<file path="src/rtl/sim_mem_pkg.sv">
// Shared types and helpers for the simulation AXI4 memory model:
// response codes, FSM state enums, the buffered read-request record
// and the address-to-word-index mapping.
package sim_mem_pkg;

  localparam logic [1:0] RESP_OKAY   = 2'b00;
  localparam logic [1:0] RESP_SLVERR = 2'b10;

  // Widest address/ID a request record can carry; narrower buses are zero-extended.
  localparam int REQ_ADDR_W = 64;
  localparam int REQ_ID_W   = 16;

  typedef enum logic [1:0] {
    R_IDLE = 2'd0,
    R_WAIT = 2'd1,
    R_BEAT = 2'd2
  } rstate_e;

  typedef enum logic [1:0] {
    W_IDLE = 2'd0,
    W_DATA = 2'd1,
    W_RESP = 2'd2
  } wstate_e;

  typedef struct packed {
    logic [REQ_ADDR_W-1:0] addr;
    logic [REQ_ID_W-1:0]   id;
    logic [2:0]            size;
    logic [7:0]            len;
  } req_t;

  // Byte address -> backing-store word index, wrapping modulo the store depth.
  function automatic logic [REQ_ADDR_W-1:0] word_index(input logic [REQ_ADDR_W-1:0] addr,
                                                       input int unsigned lg_bytes,
                                                       input int unsigned depth);
    return (addr >> lg_bytes) & (REQ_ADDR_W'(depth) - REQ_ADDR_W'(1));
  endfunction

endpackage

</file>
<file path="src/rtl/sim_axi4_req_queue.sv">
// Synchronous FIFO of read requests. Pointers carry one extra wrap bit so
// full and empty are distinguishable without a separate occupancy counter.
module sim_axi4_req_queue
  import sim_mem_pkg::*;
#(
  parameter int DEPTH = 4
) (
  input  logic clock,
  input  logic reset,
  input  logic push_i,
  input  req_t data_i,
  input  logic pop_i,
  output req_t data_o,
  output logic full_o,
  output logic empty_o
);

  localparam int PW = $clog2(DEPTH);

  req_t           mem_q [DEPTH];
  logic [PW:0]    wr_ptr_q;
  logic [PW:0]    rd_ptr_q;

  assign empty_o = (wr_ptr_q == rd_ptr_q);
  assign full_o  = (wr_ptr_q[PW] != rd_ptr_q[PW]) &&
                   (wr_ptr_q[PW-1:0] == rd_ptr_q[PW-1:0]);
  assign data_o  = mem_q[rd_ptr_q[PW-1:0]];

  // Entry storage; contents need no reset because the pointers qualify them.
  always_ff @(posedge clock) begin
    if (push_i && !full_o) begin
      mem_q[wr_ptr_q[PW-1:0]] <= data_i;
    end
  end

  // Read/write pointer advance on accepted push/pop.
  always_ff @(posedge clock or posedge reset) begin
    if (reset) begin
      wr_ptr_q <= '0;
      rd_ptr_q <= '0;
    end else begin
      if (push_i && !full_o) begin
        wr_ptr_q <= wr_ptr_q + (PW+1)'(1);
      end
      if (pop_i && !empty_o) begin
        rd_ptr_q <= rd_ptr_q + (PW+1)'(1);
      end
    end
  end

endmodule

</file>
<file path="config.mk">
export PLATFORM = sky130hd
export DESIGN_NAME = sim_axi4_req_queue
export DESIGN_NICKNAME = d
export VERILOG_FILES = /design/src/rtl/sim_mem_pkg.sv /design/src/rtl/sim_axi4_req_queue.sv
export SDC_FILE = /design/constraint.sdc
export NUM_CORES = 1
export LEC_CHECK = 0
export BUFFER_PORTS_ARGS = -buffer_cell sky130_fd_sc_hd__clkbuf_2
export CAP_MARGIN = 15
export CORE_AREA = 2 2 167 169
export CTS_CLUSTER_DIAMETER = 80
export DETAILED_ROUTE_END_ITERATION = 8
export DIE_AREA = 0 0 169 171
export PLACE_DENSITY_LB_ADDON = 0.1
export RECOVER_POWER = 100
export SLEW_MARGIN = 40
export SYNTH_ARGS = -nofsm -noshare
export SYNTH_HDL_FRONTEND = slang
export SYNTH_SLANG_ARGS = --single-unit
</file>
<file path="constraint.sdc">
create_clock -name clock -period 4.4 [get_ports clock]
set_clock_uncertainty 0.15 [all_clocks]
set_input_delay 0.88 -clock clock [delete_from_list [all_inputs] [get_ports clock]]
set_output_delay 0.88 -clock clock [all_outputs]
set_load 0.01 [all_outputs]
</file>
==> results.yml, run 1 <==
run_status:
  status: "finished with violations"
  violations: "max-capacitance violations, max-slew violations"
clock_tree:
  hold_buffers: 0
  cts_max_path_buffers: 3
  clock_sinks: 370
  cts_made_buffers: 36
  clkLatencyLatePin_ns: 0.50
  post-cts-setup-buffers: 0
  htree_levels: 2
  cts.repair.resized: 0
  cts_tree: "built"
  cts-root-buf: "clkbuf_16"
  path_clk_slew_ns: 0.06
worst_setup_path:
  startpoint: "rd_ptr_q[0]$_DFFE_PP0P_"
  crit_type: "reg2out"
  critPathMaxStageDelay_ns: 0.78
  slowest_stage: "clkbuf_2"
  rrSetupSlack_ns: 0.75
  rr_worst_depth: 4
  crit_path_max_fanout: 23
  crit_required_ns: 3.37
  timing.critical_path.to: "data_o[85]"
  critPathCaptureType: "primary output"
  worstSetupStartpointType: "flip-flop"
  crit-reg2reg-launch: "rd_ptr_q[1]$_DFFE_PP0P_"
  crit_arrival_ns: 2.68
  rr_endpoint: "mem_q[1][86]$_DFFE_PP_"
  path_cells: "clkbuf_2 > mux4_2 > clkbuf_1"
detailed_routing:
  dr_wl_met3_um: 1844
  remaining_drc_errors: 0
  route.met2.wl_um: 12170
  drt-met1-wl_um: 10030
  routedWlPerCell_um: 22.09
  ant_nets: 0
  wl_um: 24650
  vias: 6123
  drt_first_pass_iters: 4
  via_per_inst: 5.487
  highest_layer: "met5"
  drt-initial-drc-count: 508
cells_and_area:
  layout-drive-gt1-share_pct: 20.81
  design_area_um2: 15900
  regArea_um2: 11090
  final_cell_mix: "edfxtp_1 (364), clkbuf_1 (194), mux4_2 (91)"
  multiInputGateArea_um2: 2357
  fin_nets: 843
  layout_commonest_cell: "edfxtp_1"
  nFillCells: 2080
  area_growth_pct: 16.75
floorplan:
  row_count: 61
  die_y_um: 171
  start_util_pct: 49.83
  die-area_um2: 28900
  pin_count: 188
  core_area_um2: 27320
  die_w_um: 169
global_routing:
  grt-ovfl-total: 0
  grt_pass1_wl_um: 37010
  grt_max_degree: 53
  grt_pass1_vias: 6438
  track_usage_pct: 17.12
  antenna_found_initial: 3
sta:
  max_clock_freq_mhz: 269.3
  finalMaxSlewViolations: 78
  final-hold-violation-count: 0
  fin_crit_sh_pct: 84.39
  setup_violations: 0
  rsz0062_at_grt: "no"
  period_needed_ns: 3.713
  tightestPinTransition_ns: 1.778
  setup_tns_ns: 0
  relSlewSlack_pct: -18.57
yosys:
  syn_inst: 526
  synth.distinct_cells: 25
  synth_top_area_share_pct: 80.29
  yosysWarnings: 0
  ys_seq_area_share_pct: 81.39
  synth_seq_cells: 370
  syn_nets: 626
  syn-cell-area_um2: 13610
  ys_top_cells_by_area: "edfxtp_1 (80%), mux4_2 (15%), dfrtp_1 (1.1%), buf_6 (0.74%), ha_1 (0.46%)"
  yosys.area.top_type: "edfxtp_1"
  syn_avg_cell_area_um2: 25.88
run:
  max-cap-violations: 3
placement:
  place_area_um2: 15030
  gp_congestion: 0.7095
  dp_hpwl_um: 14890
  portBuffers: 187
worst_hold_path:
  min_path_type: "in2async"
pwr:
  irDropWorstVdd_mv: 0.3430
  p_per_area_nw_per_um2: 684.4
  p_leak_nw: 4.969
==> worst max-delay path, delay by kind of cell (launching register included) <==
kind     cells  cell delay (ns)
buf+inv      2             0.94
flops        1             0.62
mux          1             0.61
==> where the power goes <==
part           internal, mW  total, mW  switching (mW)
Clock                  1.77       2.98            1.21
Sequential             4.70       4.97           0.268
Combinational          1.25       2.93            1.68
Total                  7.73       10.9            3.15
==> per-layer routing <==
layer | up-vias | track usage [%]
met5 | - | 0
li1 | 2703 | -
met1 | 3183 | 22.60
met4 | 4 | 5.314
met3 | 48 | 5.413
met2 | 185 | 27.66
==> how the worst min path moves through the flow <==
stage | slack (ns) | depth (start not counted) | to | startpoint
3_3_place_gp | 0.39 | 1 | wr_ptr_q[2]$_DFFE_PP0P_ | wr_ptr_q[2]$_DFFE_PP0P_
3_5_place_dp | 0.40 | 1 | wr_ptr_q[2]$_DFFE_PP0P_ | wr_ptr_q[2]$_DFFE_PP0P_
6_report | 0.12 | 2 | wr_ptr_q[0]$_DFFE_PP0P_ | reset
4_1_cts | 0.10 | 2 | rd_ptr_q[0]$_DFFE_PP0P_ | reset
5_1_grt | 0.13 | 2 | wr_ptr_q[2]$_DFFE_PP0P_ | reset
2_1_floorplan | 0.37 | 1 | wr_ptr_q[2]$_DFFE_PP0P_ | wr_ptr_q[2]$_DFFE_PP0P_
==> sequential cells by signal, indices dropped and copies added (netlist names) <==
name      count
mem_q       364
wr_ptr_q      3
rd_ptr_q      3
==> area by class of cell <==
cell class | count | area share, %
multi-input combinational | 129 | 14.83
inverter | 5 | 0.1181
clock inverter | 19 | 1.189
sequential | 370 | 69.76
tap | 346 | 2.724
clock buffer | 45 | 6.014
timing repair buffer | 201 | 5.353
antenna | 1 | 0.01574
==> synthesized netlist by cell type, drive strengths merged <==
cell / number
a21o: 1
ha: 5
and3: 3
a31oi: 2
dfrtp: 6
nand2b: 2
o31ai: 4
xor2: 4
a21oi: 4
nand3: 2
clkbuf: 3
edfxtp: 364
nor2: 1
xnor2: 5
nor3: 1
nand2: 1
and2: 1
a211oi: 2
mux4: 91
inv: 5
buf: 19
==> cell families (layout without fill, tap and decap cells) <==
kind of cell	after synthesis	count (layout)	synth area share, %
muxes	91	91	15.05
xor gates and xnor gates	9	9	0.6342
and+or+nand+nor	11	11	0.4411
other	0	1	0
DFF	370	370	81.39
buffers and inverters	27	270	1.351
AOI/OAI and AO/OA	13	13	0.6709
adders and majority gates	5	5	0.4595
==> per-stage QoR <==
step	total power, mW	worst slack (ns)	hold WS (ns)	std cells	utilization (%)
2_1_floorplan	7.080	0.04966	0.3651	526	-
3_3_place_gp	8.163	1.408	0.3913	1051	55.01
3_5_place_dp	8.236	1.365	0.3981	1051	55.01
4_1_cts	11.22	0.9343	0.1021	1115	59.20
5_1_grt	11.41	0.4423	0.1272	1116	58.17
6_report	10.88	0.6866	0.1218	1116	58.17
Power figures use the tool's default switching activity.
==> run 2: changes to the inputs <==
--- a/config.mk
+++ b/config.mk
@@ -5,12 +5,13 @@
 export SDC_FILE = /design/constraint.sdc
 export NUM_CORES = 1
 export LEC_CHECK = 0
+export ABC_AREA = 1
 export BUFFER_PORTS_ARGS = -buffer_cell sky130_fd_sc_hd__clkbuf_2
 export CAP_MARGIN = 15
-export CORE_AREA = 2 2 167 169
+export CORE_AREA = 2 2 160 162
 export CTS_CLUSTER_DIAMETER = 80
 export DETAILED_ROUTE_END_ITERATION = 8
-export DIE_AREA = 0 0 169 171
+export DIE_AREA = 0 0 162 164
 export PLACE_DENSITY_LB_ADDON = 0.1
 export RECOVER_POWER = 100
 export SLEW_MARGIN = 40
==> constraint.sdc (replaced) <==
create_clock -name clock -period 3.65 [get_ports clock]
set_clock_uncertainty 0.15 [all_clocks]
set_input_delay 0.73 -clock clock [delete_from_list [all_inputs] [get_ports clock]]
set_output_delay 0.73 -clock clock [all_outputs]
set_load 0.01 [all_outputs]
==> results.yml, run 2 <==
worst_setup_path:
  rr_worst_depth: 5
  startpoint: "rd_ptr_q[0]$_DFFE_PP0P_"
  worstSetupStartpointType: "flip-flop"
  critPathMaxStageDelay_ns: 0.62
  critPathCaptureType: "primary output"
  rr_endpoint: "mem_q[3][79]$_DFFE_PP_"
  rrSetupSlack_ns: 0.41
  cp.buffers_inverters: 3
  crit-reg2reg-launch: "rd_ptr_q[0]$_DFFE_PP0P_"
  slowest_stage: "dfrtp_2"
  crit_path_max_fanout: 56
  crit_required_ns: 2.77
  crit_type: "reg2out"
  path_cells: "inv_6 > buf_4 > o21ai_1 > o22ai_1 > clkbuf_1"
  crit_arrival_ns: 2.56
  cp_top_family: "buffers and inverters"
sta:
  period_needed_ns: 3.442
  fin_crit_sh_pct: 94.30
  max_clock_freq_mhz: 290.5
  relSlewSlack_pct: 11.72
  rsz0062_at_grt: "no"
  tightestPinTransition_ns: 1.324
  final-hold-violation-count: 0
  setup_violations: 0
  finalMaxSlewViolations: 0
  whs_ns: 0.3051
global_routing:
  use_met2_pct: 35.15
  grt_pass1_wl_um: 43450
  track_usage_pct: 21.28
  grt_max_degree: 133
  gr-usage-met1_pct: 28.18
  antenna_found_initial: 1
  grt-ovfl-total: 0
  met3_usage_pct: 5.429
  busiest_layer: "met2"
  grt_pass1_vias: 8075
pwr:
  irDropWorstVdd_mv: 0.5688
  p_per_area_nw_per_um2: 864.4
  p_leak_nw: 5.233
  total_power_mw: 13.83
floorplan:
  pin_count: 188
  die-area_um2: 26570
  row_count: 58
  die_w_um: 162
  core_area_um2: 24820
  start_util_pct: 55.98
  die_y_um: 164
detailed_routing:
  drt-initial-drc-count: 708
  remaining_drc_errors: 0
  drt_first_pass_iters: 5
  wl_um: 28270
  via_per_inst: 5.558
  vias: 8231
  ant_nets: 0
  routedWlPerCell_um: 19.09
yosys:
  yosys.area.top_type: "edfxtp_1"
  syn_inst: 942
  yosysWarnings: 0
  syn_nets: 1042
  synth.top_cells.by_count: "edfxtp_1 (364), nor2_1 (185), o21ai_0 (102)"
  synth_seq_cells: 370
  ys_seq_area_share_pct: 79.76
  synth_edf_count: 364
  synth_flop_cell: "edfxtp_1"
  async_reset_ff_share_pct: 1.622
  syn_avg_cell_area_um2: 14.75
  synth_most_common_cell: "edfxtp_1"
  synth.distinct_cells: 20
  synth_top_area_share_pct: 78.67
  syn-cell-area_um2: 13890
  ys_top_cells_by_area: "edfxtp_1 (79%), nor2_1 (5.0%), o22ai_1 (4.1%), o21ai_0 (3.7%), o21ai_1 (2.9%)"
placement:
  place_area_um2: 15110
  dp_hpwl_um: 15130
  gp_congestion: 0.7405
  portBuffers: 187
clock_tree:
  cts_max_path_buffers: 3
  cts_tree: "built"
  cts-root-buf: "clkbuf_16"
  cts_made_buffers: 38
  htree_levels: 2
  clkLatencyLatePin_ns: 0.52
  path_clk_slew_ns: 0.06
  post-cts-setup-buffers: 0
  clock_sinks: 370
  cts.repair.resized: 0
  hold_buffers: 1
cells_and_area:
  layout_commonest_cell: "edfxtp_1"
  num_antenna_cells: 0
  layout-drive-gt1-share_pct: 7.906
  nFillCells: 1909
  area_growth_pct: 15.18
  utilization_pct: 64.48
  final_cell_mix: "edfxtp_1 (364), nor2_1 (184), clkbuf_1 (177)"
  fin_nets: 1225
  design_area_um2: 16000
  largest_reg_flops: 364
run_status:
  status: "finished, final reports clean"
run:
  max-cap-violations: 0
worst_hold_path:
  min_to: "mem_q[2][63]$_DFFE_PP_"
  min_path_type: "in2reg"
  holdPathStages: 1
  min-delay-start: "data_i[63]"
## run 2: final cells by class
class / count / area, um^2 / area share (%)
Clock buffer: 50 / 1060 / 6.622
Clock inverter: 16 / 105.1 / 0.6568
Inverter: 14 / 62.56 / 0.3909
Multi-Input combinational cell: 498 / 2399 / 14.99
Sequential cell: 370 / 11080 / 69.26
Tap cell: 330 / 412.9 / 2.580
Timing Repair Buffer: 203 / 880.8 / 5.504
## run 2: how the worst max path moves through the flow
stage	end	slack [ns]	depth (start not counted)
2_1_floorplan	mem_q[0][0]$_DFFE_PP_	-0.22	5
3_3_place_gp	data_o[77]	0.81	5
3_5_place_dp	data_o[77]	0.80	5
4_1_cts	data_o[77]	0.24	5
5_1_grt	data_o[37]	0.08	5
6_report	data_o[77]	0.21	5
## run 2: routing by layer
layer,part of all wire (%),vias to the layer above
li1,-,3923
met5,0.046,-
met4,2.4,2
met3,6.5,55
met2,48,229
met1,43,4022
## run 2: logic make-up (layout without fill, tap and decap cells)
family | Yosys count | after routing | synth area share, %
XOR/XNOR | 2 | 2 | 0.1802
adder cells (fa/ha/maj) | 5 | 5 | 0.4503
AND/OR/NAND/NOR | 218 | 218 | 6.052
buffers and inverters | 74 | 283 | 2.909
AO/OA/AOI/OAI | 273 | 273 | 10.65
flip-flops | 370 | 370 | 79.75
## run 2: power breakdown
group          switching [mW]  internal [mW]  total, mW
combinational            3.10           1.23       4.33
sequential              0.236           5.66       5.90
clock                    1.49           2.11       3.60
total                    4.83           9.01       13.8
## run 2: stage by stage
step / worst slack [ns] / instances / TNS [ns]
final: 0.2081 / 1481 / 0
after floorplan: -0.2204 / 942 / -60.18
after global routing: 0.07866 / 1481 / 0
after CTS: 0.2379 / 1481 / 0
after global placement: 0.8102 / 1414 / 0
after detailed placement: 0.7958 / 1414 / 0
## run 2: worst reg2reg max path, delay by kind of cell, from the launching register on
family	cells	cell delay, ns
XOR/XNOR	1	0.14
buffers and inverters	2	1.42
flip-flops	1	0.73
AND/OR/NAND/NOR	2	0.37
